--- config.mk ---
export PLATFORM = sky130hd
export DESIGN_NAME = add_nibble_seq
export DESIGN_NICKNAME = d
export VERILOG_FILES = /design/src/rtl/add_nibble_seq.sv
export SDC_FILE = /design/constraint.sdc
export NUM_CORES = 1
export LEC_CHECK = 0
export CAP_MARGIN = 10
export CORE_MARGIN = 5
export CORE_UTILIZATION = 52
export DETAILED_ROUTE_END_ITERATION = 7
export PLACE_DENSITY_LB_ADDON = 0.25
export SKIP_LAST_GASP = 1
export SYNTH_ARGS = -nofsm -noshare
export SYNTH_HDL_FRONTEND = slang
export SYNTH_SLANG_ARGS = --single-unit
--- constraint.sdc ---
create_clock -name clk -period 2.62 [get_ports clk]
set_clock_uncertainty 0.05 [all_clocks]
set_input_delay 0.393 -clock clk [delete_from_list [all_inputs] [get_ports clk]]
set_output_delay 0.393 -clock clk [all_outputs]
set_load 0.005 [all_outputs]
--- src/rtl/add_nibble_seq.sv ---
// rtl/add_nibble_seq.sv - nibble-serial W-bit adder sequencer driving an external 4-bit adder stage
//
// Purpose:
//   Accepts an operand pair (in_a, in_b, in_cin) and computes A+B+cin one
//   nibble per clock through an external combinational 4-bit adder stage.
//   The result is presented with a valid/ready handshake.
//
// Parameters:
//   NIBBLES  operand width in nibbles (2..8)
//   W        operand width in bits, derived as 4*NIBBLES (do not override)
//
// Ports:
//   clk, rst_n          clock, asynchronous active-low reset
//   in_valid/in_ready   operand handshake (ready only in IDLE)
//   in_a, in_b, in_cin  operands and carry in
//   nib_a, nib_b        current operand nibbles to the adder stage (0 outside RUN)
//   nib_cin             carry into the adder stage (0 outside RUN)
//   nib_sum, nib_cout   adder stage results
//   out_valid/out_ready result handshake (valid only in DONE)
//   out_sum, out_carry  result and carry out of the top nibble
//   out_ovf             two's-complement overflow (only with ADD_NIBBLE_SEQ_OVF_EN)
//
// Build option: define ADD_NIBBLE_SEQ_OVF_EN to add the out_ovf port.

module add_nibble_seq #(
    parameter int NIBBLES = 4,
    parameter int W       = 4 * NIBBLES
) (
    input  logic         clk,
    input  logic         rst_n,
    input  logic         in_valid,
    output logic         in_ready,
    input  logic [W-1:0] in_a,
    input  logic [W-1:0] in_b,
    input  logic         in_cin,
    output logic [3:0]   nib_a,
    output logic [3:0]   nib_b,
    output logic         nib_cin,
    input  logic [3:0]   nib_sum,
    input  logic         nib_cout,
    output logic         out_valid,
    input  logic         out_ready,
    output logic [W-1:0] out_sum,
`ifdef ADD_NIBBLE_SEQ_OVF_EN
    output logic         out_ovf,
`endif
    output logic         out_carry
);

    localparam int IW = $clog2(NIBBLES);
    localparam logic [IW-1:0] LAST = IW'(NIBBLES - 1);

    typedef enum logic [1:0] {
        IDLE = 2'd0,
        RUN  = 2'd1,
        DONE = 2'd2
    } state_t;

    state_t        state;
    logic [IW-1:0] idx;
    // Operands are shifted down one nibble per RUN edge so the low nibble is
    // always the current one. After the last nibble they have shifted out to
    // zero, which keeps nib_a/nib_b at 0 outside RUN with no extra gating.
    logic [W-1:0]  a_sh;
    logic [W-1:0]  b_sh;
    logic          carry;
    logic [W-1:0]  result;
`ifdef ADD_NIBBLE_SEQ_OVF_EN
    logic          ovf;
`endif

    assign nib_a   = a_sh[3:0];
    assign nib_b   = b_sh[3:0];
    assign nib_cin = carry;
    assign out_sum = result;
`ifdef ADD_NIBBLE_SEQ_OVF_EN
    assign out_ovf = ovf;
`endif

    always_ff @(posedge clk or negedge rst_n) begin
        if (!rst_n) begin
            state     <= IDLE;
            idx       <= '0;
            a_sh      <= '0;
            b_sh      <= '0;
            carry     <= 1'b0;
            result    <= '0;
            out_carry <= 1'b0;
            out_valid <= 1'b0;
            in_ready  <= 1'b1;
`ifdef ADD_NIBBLE_SEQ_OVF_EN
            ovf       <= 1'b0;
`endif
        end else begin
            case (state)
                IDLE: begin
                    if (in_valid) begin
                        a_sh      <= in_a;
                        b_sh      <= in_b;
                        carry     <= in_cin;
                        idx       <= '0;
                        result    <= '0;
                        out_carry <= 1'b0;
`ifdef ADD_NIBBLE_SEQ_OVF_EN
                        ovf       <= 1'b0;
`endif
                        in_ready  <= 1'b0;
                        state     <= RUN;
                    end
                end
                RUN: begin
                    result[{idx, 2'b00} +: 4] <= nib_sum;
                    a_sh <= a_sh >> 4;
                    b_sh <= b_sh >> 4;
                    if (idx == LAST) begin
                        idx       <= '0;
                        carry     <= 1'b0;
                        out_carry <= nib_cout;
`ifdef ADD_NIBBLE_SEQ_OVF_EN
                        // The top nibble is on the adder now, so its bit 3
                        // is the sign of each operand and of the sum.
                        ovf       <= (nib_a[3] == nib_b[3]) && (nib_sum[3] != nib_a[3]);
`endif
                        out_valid <= 1'b1;
                        state     <= DONE;
                    end else begin
                        idx   <= idx + 1'b1;
                        carry <= nib_cout;
                    end
                end
                DONE: begin
                    if (out_ready) begin
                        out_valid <= 1'b0;
                        in_ready  <= 1'b1;
                        state     <= IDLE;
                    end
                end
                default: begin
                    state     <= IDLE;
                    out_valid <= 1'b0;
                    in_ready  <= 1'b1;
                end
            endcase
        end
    end

endmodule

==> flow_summary.yaml <==
status:
  outcome: "complete, no violations"
worst_setup_path:
  cp_max_fo: 10
  path_buf_inv: 1
  cp_slowest_stage_delay_ns: 0.54
  cp_top_family: "simple AND/OR/NAND/NOR gates"
  critPathRequiredTime_ns: 2.81
  startpoint_type: "register"
  critPathCaptureType: "register"
  crit_chain: "inv_1, ha_1, nand3b_1, nor4b_2, a22o_1"
  cp.arrival_ns: 2.17
  slowest_stage: "dfrtp_1"
  criticalPathCategory: "reg -> reg"
floorplan:
  dieHeight_um: 80.4
  fp.dieArea_um2: 6460
  start_util_pct: 54.2
  die-width_um: 80.4
  io_pins: 70
  fp-row-count: 25
  core_area_um2: 4750
synth:
  synth_most_common_cell: "dfrtp_1"
  yosys-top-cells-count: "55 x dfrtp_1, 35 x nand2_1, 26 x a22o_1"
  synth_area_um2: 2570
  synth_seq_cells: 56
  ys_types: 30
  syn_inst: 222
  synth_edf_count: 0
  ys_seq_area_share_pct: 54.5
  yosys_warnings: 0
  synth_nets: 270
  yosysTopAreaCellShare_pct: 53.4
  synth_area_per_cell_um2: 11.6
  yosys.area.top_type: "dfrtp_1"
  async_reset_ff_share_pct: 100
  dominantRegCellSynth: "dfrtp_1"
  synth.area.top_cells: "dfrtp_1 53%, mux2i_1 9.3%, a22o_1 8.8%"
final_layout:
  seqCellArea_um2: 1400
  syn2layout_area_growth_pct: 29.7
  drive_gt1_share_pct: 6.74
  fill_cells: 405
  fin_nets: 329
  fin_util_pct: 70.2
  multi_input_area_um2: 1030
  num_antenna_cells: 0
min_path:
  hp-class: "in -> async"
power_and_ir_drop:
  clockPowerShare_pct: 13.8
  intPower_mw: 2.25
  pwr-share-comb_pct: 44.7
  p_leak_nw: 1.50
  cellPowerDensity_nw_per_um2: 1050
  seq_power_share_pct: 41.5
  swShare_pct: 35.7
  p_sw_mw: 1.25
  peakVddDrop_uv: 682
place:
  dp_hpwl_um: 3810
  place_congestion: 0.773
  portBuffers: 69
  post-place-ws_ns: 0.655
clock_tree:
  cts_resized: 0
  htreeDepth: 2
  cts_sinks: 56
  cts_tree: "done"
  cts-root-buf: "clkbuf_8"
  cts_setup_buffers: 0
  cts_buffer_depth: 2
  insertion_delay_ns: 0.30
  clkTransAtPathRegs_ns: 0.10
  hold_buffers: 0
  cts_buffers: 5
timing:
  finalSetupTns_ns: 0
  fin_crit_sh_pct: 75.3
  timing.slew.headroom_pct: 53.1
  setup_slack_ns: 0.646
  rsz0062_at_grt: "no"
  whs_ns: 0.151
  period_minus_slack_ns: 1.97
  finalSetupViolCount: 0
  worst_pin_slew_ns: 0.704
  finalHoldViolations: 0
  fmax_mhz: 507
  slew_violations: 0
global_route:
  grtUsageTotal_pct: 17.6
  grt_pass1_vias: 1844
  grt_max_degree: 62
  grt_pass1_wl_um: 8840
  grt.overflow.total: 0
  grt_antenna_before_repair: 0
run:
  drv_cap: 0
routing:
  dr_total_vias: 1843
  wire_per_inst_um: 15.3
  detail-route-antenna-nets: 0
  drtPass1Iterations: 4
  drt_iter0_drc: 85
  drt-total-wl_um: 5350
  avgViaCountPerCell: 5.28
  drc_errors: 0
-- power by group through the flow --
stage | combinational (mW) | clock (mW) | sequential [mW]
3_5_place_dp | 1.58 | 0 | 1.46
5_1_grt | 1.73 | 0.528 | 1.50
3_3_place_gp | 1.53 | 0 | 1.46
6_report | 1.56 | 0.484 | 1.45
2_1_floorplan | 1.18 | 0 | 1.38
4_1_cts | 1.58 | 0.499 | 1.45
-- logic make-up after synthesis --
family          synth area share [%]
compound gates                  17.2
fa+ha+maj                       2.92
buf+inv                         5.93
flops                           54.5
mux                             9.33
simple gates                    10.1
-- registers in the layout, summed over array words and instances, names as in the netlist --
register	cells
in_ready	1
state	2
out_carry	1
b_sh	16
nib_cin	1
out_sum	16
idx	2
out_valid	1
a_sh	16
-- cells in the final DEF, fill, tap and decap left out --
cell and instances:
ha_1 6, o21ai_1 19, nor2_1 2, buf_2 1, o21ai_0 7, nor4b_2 2
nor4_2 1, nand2b_1 3, o21bai_4 1, dfstp_2 1, nor2b_1 1, dfrtp_1 55
o31ai_1 1, mux2i_1 24, a22o_1 26, nor4bb_1 1, a31o_2 1, o22a_1 1
clkinvlp_4 1, a21oi_1 4, nand2_1 35, clkdlybuf4s50_1 68, clkbuf_1 1, buf_12 1
nand3b_1 1, inv_1 3, buf_4 2, clkbuf_8 6, a21o_1 4, and2b_1 1
nor3_2 1, nor3b_4 1
-- stage by stage --
stage / area, um^2 / power (mW) / instances
after global placement: 3250 / 2.98 / 341
after CTS: 3340 / 3.53 / 349
after floorplan: 2570 / 2.56 / 222
after global routing: 3340 / 3.76 / 349
after detailed placement: 3250 / 3.04 / 341
final: 3340 / 3.49 / 349
-- layer usage --
metal	global-route usage, %	part of all wire, %
met5	0	0
met4	5.41	1.7
met3	5.04	6.3
met2	28.9	48
met1	22.7	45
-- final cells by class --
class / count / area share [%]
multi-input combinational: 143 / 30.8
tap: 67 / 2.51
clock inverter: 1 / 0.225
sequential: 56 / 42.0
inverter: 3 / 0.337
timing repair buffer: 72 / 21.6
clock buffer: 7 / 2.59
-- worst register-to-register path, cell delays in order (launching register included) --
cell and delay (ns):
dfrtp_1 0.54, inv_1 0.15, ha_1 0.37, nand3b_1 0.16
nor4b_2 0.45, a22o_1 0.21
-- path summary, 6_finish.rpt --
path	startpoint	endpoint	slack, ns	depth (start not counted)
setup / recovery	idx[0]	out_sum[8]	0.65	5
hold / removal	rst_n	b_sh[5]	0.15	2
setup reg to reg	idx[0]	out_sum[8]	0.65	5
hold reg to reg	b_sh[1]	b_sh[1]	0.44	2
max in group asynchronous	rst_n	b_sh[15]	1.89	2
min in group clk	b_sh[1]	b_sh[1]	0.44	2
(Power assumes the default switching activity.)
==> patch 1: new RTL, same flow settings <==
The 3 states of `state_t` get a one-hot encoding in 3 bits.
--- a/src/rtl/add_nibble_seq.sv
+++ b/src/rtl/add_nibble_seq.sv
@@ -51,8 +51,8 @@
     localparam logic [IW-1:0] LAST = IW'(NIBBLES - 1);
 
-    typedef enum logic [1:0] {
-        IDLE = 2'd0,
-        RUN  = 2'd1,
-        DONE = 2'd2
+    typedef enum logic [2:0] {
+        IDLE = 3'b001,
+        RUN  = 3'b010,
+        DONE = 3'b100
     } state_t;
 
Function: same outputs for any inputs over 10 cycles, from zero or initial values and one cycle with rst_n low; not proved beyond that.
==> patch 1 against the unedited design <==
  * Worst setup slack got worse by 0.25 ns
  * First-iteration DRC count grew 96%
  * Synthesized area rose by 3.4%
  * Utilization is 0.33 points higher
  * Routed wire length rose by 14%
  * Total power is 0.74% higher
  * Hold slack worse by 0.10 ns
  * Sequential cell count is 1 higher
  * Synthesized cell count grew 25%
  * Design area grew 6.6%
  * Global-route usage up 2.4 points
  * Critical endpoint is now out_sum[12]
  * Largest cell class unchanged
  * Largest power group is now registers
==> patch 1: results (changes against the unedited design) <==
| Metric | Value |
|---|---|
| Worst-skew pair later-pin latency | `0.33 ns (+0.03 ns)` |
| Share of cells above drive strength 1 | `9.06% (+2.3 points)` |
| Total GRT Usage | `20.0% (+2.4 points)` |
| CTS buffer count | `9 (+4)` |
| Synth top cells by count | `nand2_1 (72), dfrtp_1 (55), nor2_1 (27)` |
| Vias in the first global route | `2,067 (+12%)` |
| Top cells by area in the synthesized netlist | `dfrtp_1 (52%), nand2_1 (10%), a31oi_1 (5.9%)` |
| Cell Area, Placed | `0.00338 sq mm (+4.1%)` |
| Status | `finished, final reports clean` |
| Sequential area share after synthesis | `53.7% (-0.80 points)` |
| Global-route wire length before repair | `10,100 um (+14%)` |
| Initial DRC count | `167 (+96%)` |
| Worst vdd ir | `0.470 mV (-31%)` |
| Clk pin slew, worst setup/hold paths | `0.06 ns (-0.04 ns)` |
| Final #Nets | `386 (+17%)` |
| Critical Path Fanout Max | `22 (+12)` |
| Mapped Nets | `326 (+21%)` |
| Static leakage | `0.00156 uW (+4.4%)` |
| Total wire length | `6100 um (+14%)` |
| Fillcell total | `410 (+1.2%)` |
| Clock Tree Root | `clkbuf_8` |
| CP arrival | `2.44 ns (+0.27 ns)` |
| GPL Wtd Cong | `0.823 (+6.5%)` |
| Relative slew slack | `47.5% (-5.6 points)` |
| Largest net degree at the start of global routing | `36 (-42%)` |
| DR vias/cell | `5.36 (+1.4%)` |
| H-tree depth | `3 (+1)` |
## patch 1: area by class of cell
cell class                 instances  area share, %
timing repair buffer              75           20.9
clock buffer                      12           4.64
multi-input combinational        191           31.0
inverter                           4          0.422
clock inverter                     3          0.422
sequential                        57           40.2
tap                               70           2.46
## patch 1: routing by layer
metal	routed length [um]	part of all wire [%]	GRT usage (%)	up-vias
met5	0	0	0	-
met4	95	1.6	7.60	0
met3	370	6.1	5.59	9
met2	2860	47	29.6	67
met1	2780	46	28.0	1061
li1	-	-	-	1070
## patch 1: worst max-delay path, stage by stage, from the launching register on
cell	delay [ns]
dfrtp_1	0.58
or3b_2	0.72
buf_4	0.30
nor4_4	0.30
a22o_1	0.20
## patch 1: final timing paths
kind / startpoint / end / slack, ns / cells past startpoint
worst max-delay path: state[1] / out_sum[12] / 0.40 / 4
worst min-delay path: rst_n / state[2] / 0.05 / 1
worst max register to register: state[1] / out_sum[12] / 0.40 / 4
worst min register to register: in_ready / in_ready / 0.43 / 2
max in group asynchronous: rst_n / state[0] / 1.82 / 2
min in group clk: in_ready / in_ready / 0.43 / 2
## patch 1: kinds of logic (layout without fill, tap and decap cells)
logic type | after synthesis | count (layout) | synth area share [%]
DFF | 57 | 57 | 53.7
adders and majority gates | 6 | 6 | 2.82
buffers and inverters | 30 | 94 | 5.64
AOI/OAI and AO/OA | 63 | 63 | 16.3
and+or+nand+nor | 122 | 122 | 21.6
## patch 1: stage by stage
stage | setup WS (ns) | total power (uW) | std cells | hold WS, ns | util [%]
4_1_cts | 0.388 | 3550 | 412 | 0.0640 | 70.6
5_1_grt | 0.232 | 3790 | 412 | 0.108 | 70.6
3_5_place_dp | 0.395 | 2800 | 397 | 0.419 | 67.0
3_3_place_gp | 0.442 | 2750 | 397 | 0.415 | 67.0
6_report | 0.396 | 3520 | 412 | 0.0475 | 70.6
2_1_floorplan | 0.907 | 2350 | 278 | 0.0474 | -
## patch 1: report_power, final
group	internal [uW]	leakage [uW]	switching, uW	total (uW)
Clock	410	0.0000980	326	736
Sequential	1220	0.000725	236	1460
Combinational	657	0.000740	670	1330
Total	2290	0.00156	1230	3520
==> patch 2: new RTL, config.mk and constraints unchanged <==
Made on the original files. The parameter `NIBBLES` goes from 4 to 2. Comments in the files are not updated.
--- a/src/rtl/add_nibble_seq.sv
+++ b/src/rtl/add_nibble_seq.sv
@@ -24,5 +24,5 @@
 
 module add_nibble_seq #(
-    parameter int NIBBLES = 4,
+    parameter int NIBBLES = 2,
     parameter int W       = 4 * NIBBLES
 ) (
Interface: changed (resized in_a, in_b and out_sum); port bits go from 70 to 46. The function was not compared with the original's and may differ.
==> patch 2 against the unedited design <==
  * Synthesized area fell by 43%
  * Synthesized cell count is 37% lower
  * Fmax is 8.2% higher
  * Worst setup slack better by 0.15 ns
  * Design area shrank 43%
  * Non-clock buffer count decreased by 25
  * Sequential share of layout area down 0.82 points
  * Total power fell by 44%
  * Routed wire length decreased by 38%
  * Sequential cell count decreased by 25
  * Count of clock-buffer cells in the layout down 1
  * Hold slack gained 0.24 ns
==> patch 2: results (changes against the unedited design) <==
| Metric | Value |
|---|---|
| Status | `finished, final reports clean` |
| Sequential area share after synthesis | `53.4% (-1.1 points)` |
| Mapped Nets | `165 (-39%)` |
| Synth unique cells | `23 (-23%)` |
| Synth top cells by count | `nand2_1 (33), dfrtp_1 (30), a32oi_1 (10)` |
| Mux contribution to synthesized area | `0% (-9.3 points)` |
| Number of port buffers | `45 (-35%)` |
| H-tree depth | `2 (unchanged)` |
| Post-DP HPWL | `2440 um (-36%)` |
| Avg WL per Cell | `16.0 um (+4.4%)` |
| Family with the most delay on the worst path | `flip-flops` |
| Hold crit path type | `input pin to async pin` |
| Pre-CTS setup slack | `0.809 ns (+0.154 ns)` |
| Worst-skew pair later-pin latency | `0.33 ns (+0.03 ns)` |
| Vias in the first global route | `1,217 (-34%)` |
| Critical Path Fanout Max | `3 (-7)` |
| Top cells by area in the synthesized netlist | `dfrtp_1 (52%), nand2_1 (8.5%), a32oi_1 (6.0%)` |
| Final #Nets | `202 (-39%)` |
| Layout area overhead | `29.7% (about the same)` |
| Initial DRC count | `74 (-13%)` |
| Clock Tree Root | `clkbuf_4` |
| Adder-Cell Fraction of Synth Area | `0% (-2.9 points)` |
| Fillcell total | `214 (-47%)` |
| CP arrival | `1.38 ns (-0.79 ns)` |
| Antenna violations before repair | `0 (unchanged)` |
| Largest net degree at the start of global routing | `32 (-48%)` |
| Total GRT Usage | `18.9% (+1.2 points)` |
| Clock Path Buffers | `2 (unchanged)` |
| Compound-Gate Fraction of Synth Area | `22.5% (+5.3 points)` |
| DR vias/cell | `5.65 (+7.1%)` |
| GPL Wtd Cong | `0.790 (+2.2%)` |
| Share of cells above drive strength 1 | `6.78% (+0.042 points)` |
| Post-CTS setup buffers | `0 (unchanged)` |
| Static leakage | `0.000814 uW (-46%)` |
| Worst vdd ir | `0.722 mV (+5.9%)` |
| Relative slew slack | `55.6% (+2.6 points)` |
| Global-route wire length before repair | `5840 um (-34%)` |
| CP max stage cell | `dfstp_2` |
## patch 2: cell families after synthesis
| group | count (synthesis) |
|---|---|
| AND/OR/NAND/NOR | 49 |
| AO/OA/AOI/OAI | 40 |
| flip-flops | 31 |
| buffers and inverters | 19 |
## patch 2: worst paths after layout
path                             end  startpoint  depth (start not counted)  slack [ns]
min reg2reg                out_carry   out_carry                          2        0.47
min                          a_sh[7]       rst_n                          2        0.39
max                         in_ready    in_ready                          1        0.80
max in group asynchronous   in_ready       rst_n                          2        1.82
min in group clk           out_carry   out_carry                          2        0.47
max reg2reg                  b_sh[4]    state[1]                          3        1.06
## patch 2: per-stage QoR
stage | util, % | instance area [sq um] | hold slack [ns] | instances
4_1_cts | 69.6 | 1890 | 0.386 | 208
3_3_place_gp | 67.6 | 1830 | 0.438 | 200
2_1_floorplan | - | 1460 | 0.0474 | 139
5_1_grt | 69.6 | 1890 | 0.415 | 208
3_5_place_dp | 67.6 | 1830 | 0.441 | 200
6_report | 69.6 | 1890 | 0.392 | 208
## patch 2: layout make-up
| type | count | area (sq um) | area share, % |
|---|---|---|---|
| clock buffers | 6 | 41.3 | 2.19 |
| clock inverters | 2 | 12.5 | 0.663 |
| inverters | 2 | 7.51 | 0.398 |
| multi-input cells | 89 | 544 | 28.8 |
| flip-flops and latches | 31 | 777 | 41.2 |
| well taps | 31 | 38.8 | 2.06 |
| repair buffers | 47 | 465 | 24.7 |
## patch 2: report_power, final
| part | switching [uW] | internal [uW] | total [uW] |
|---|---|---|---|
| sequential | 190 | 688 | 877 |
| combinational | 366 | 460 | 826 |
| clock | 162 | 103 | 265 |
## patch 2: worst reg2reg max path: stages, from the launching register on
cell	delay (ns)
dfrtp_1	0.76
nor2b_1	0.14
and2_1	0.29
a22o_1	0.22
## patch 2: layer usage
| metal | GRT usage (%) | wire length, um | up-vias |
|---|---|---|---|
| met5 | 0 | 0 | - |
| met4 | 7.96 | 50 | 0 |
| met3 | 7.01 | 214 | 4 |
| met2 | 29.5 | 1670 | 44 |
| met1 | 23.3 | 1400 | 562 |
| li1 | - | - | 566 |
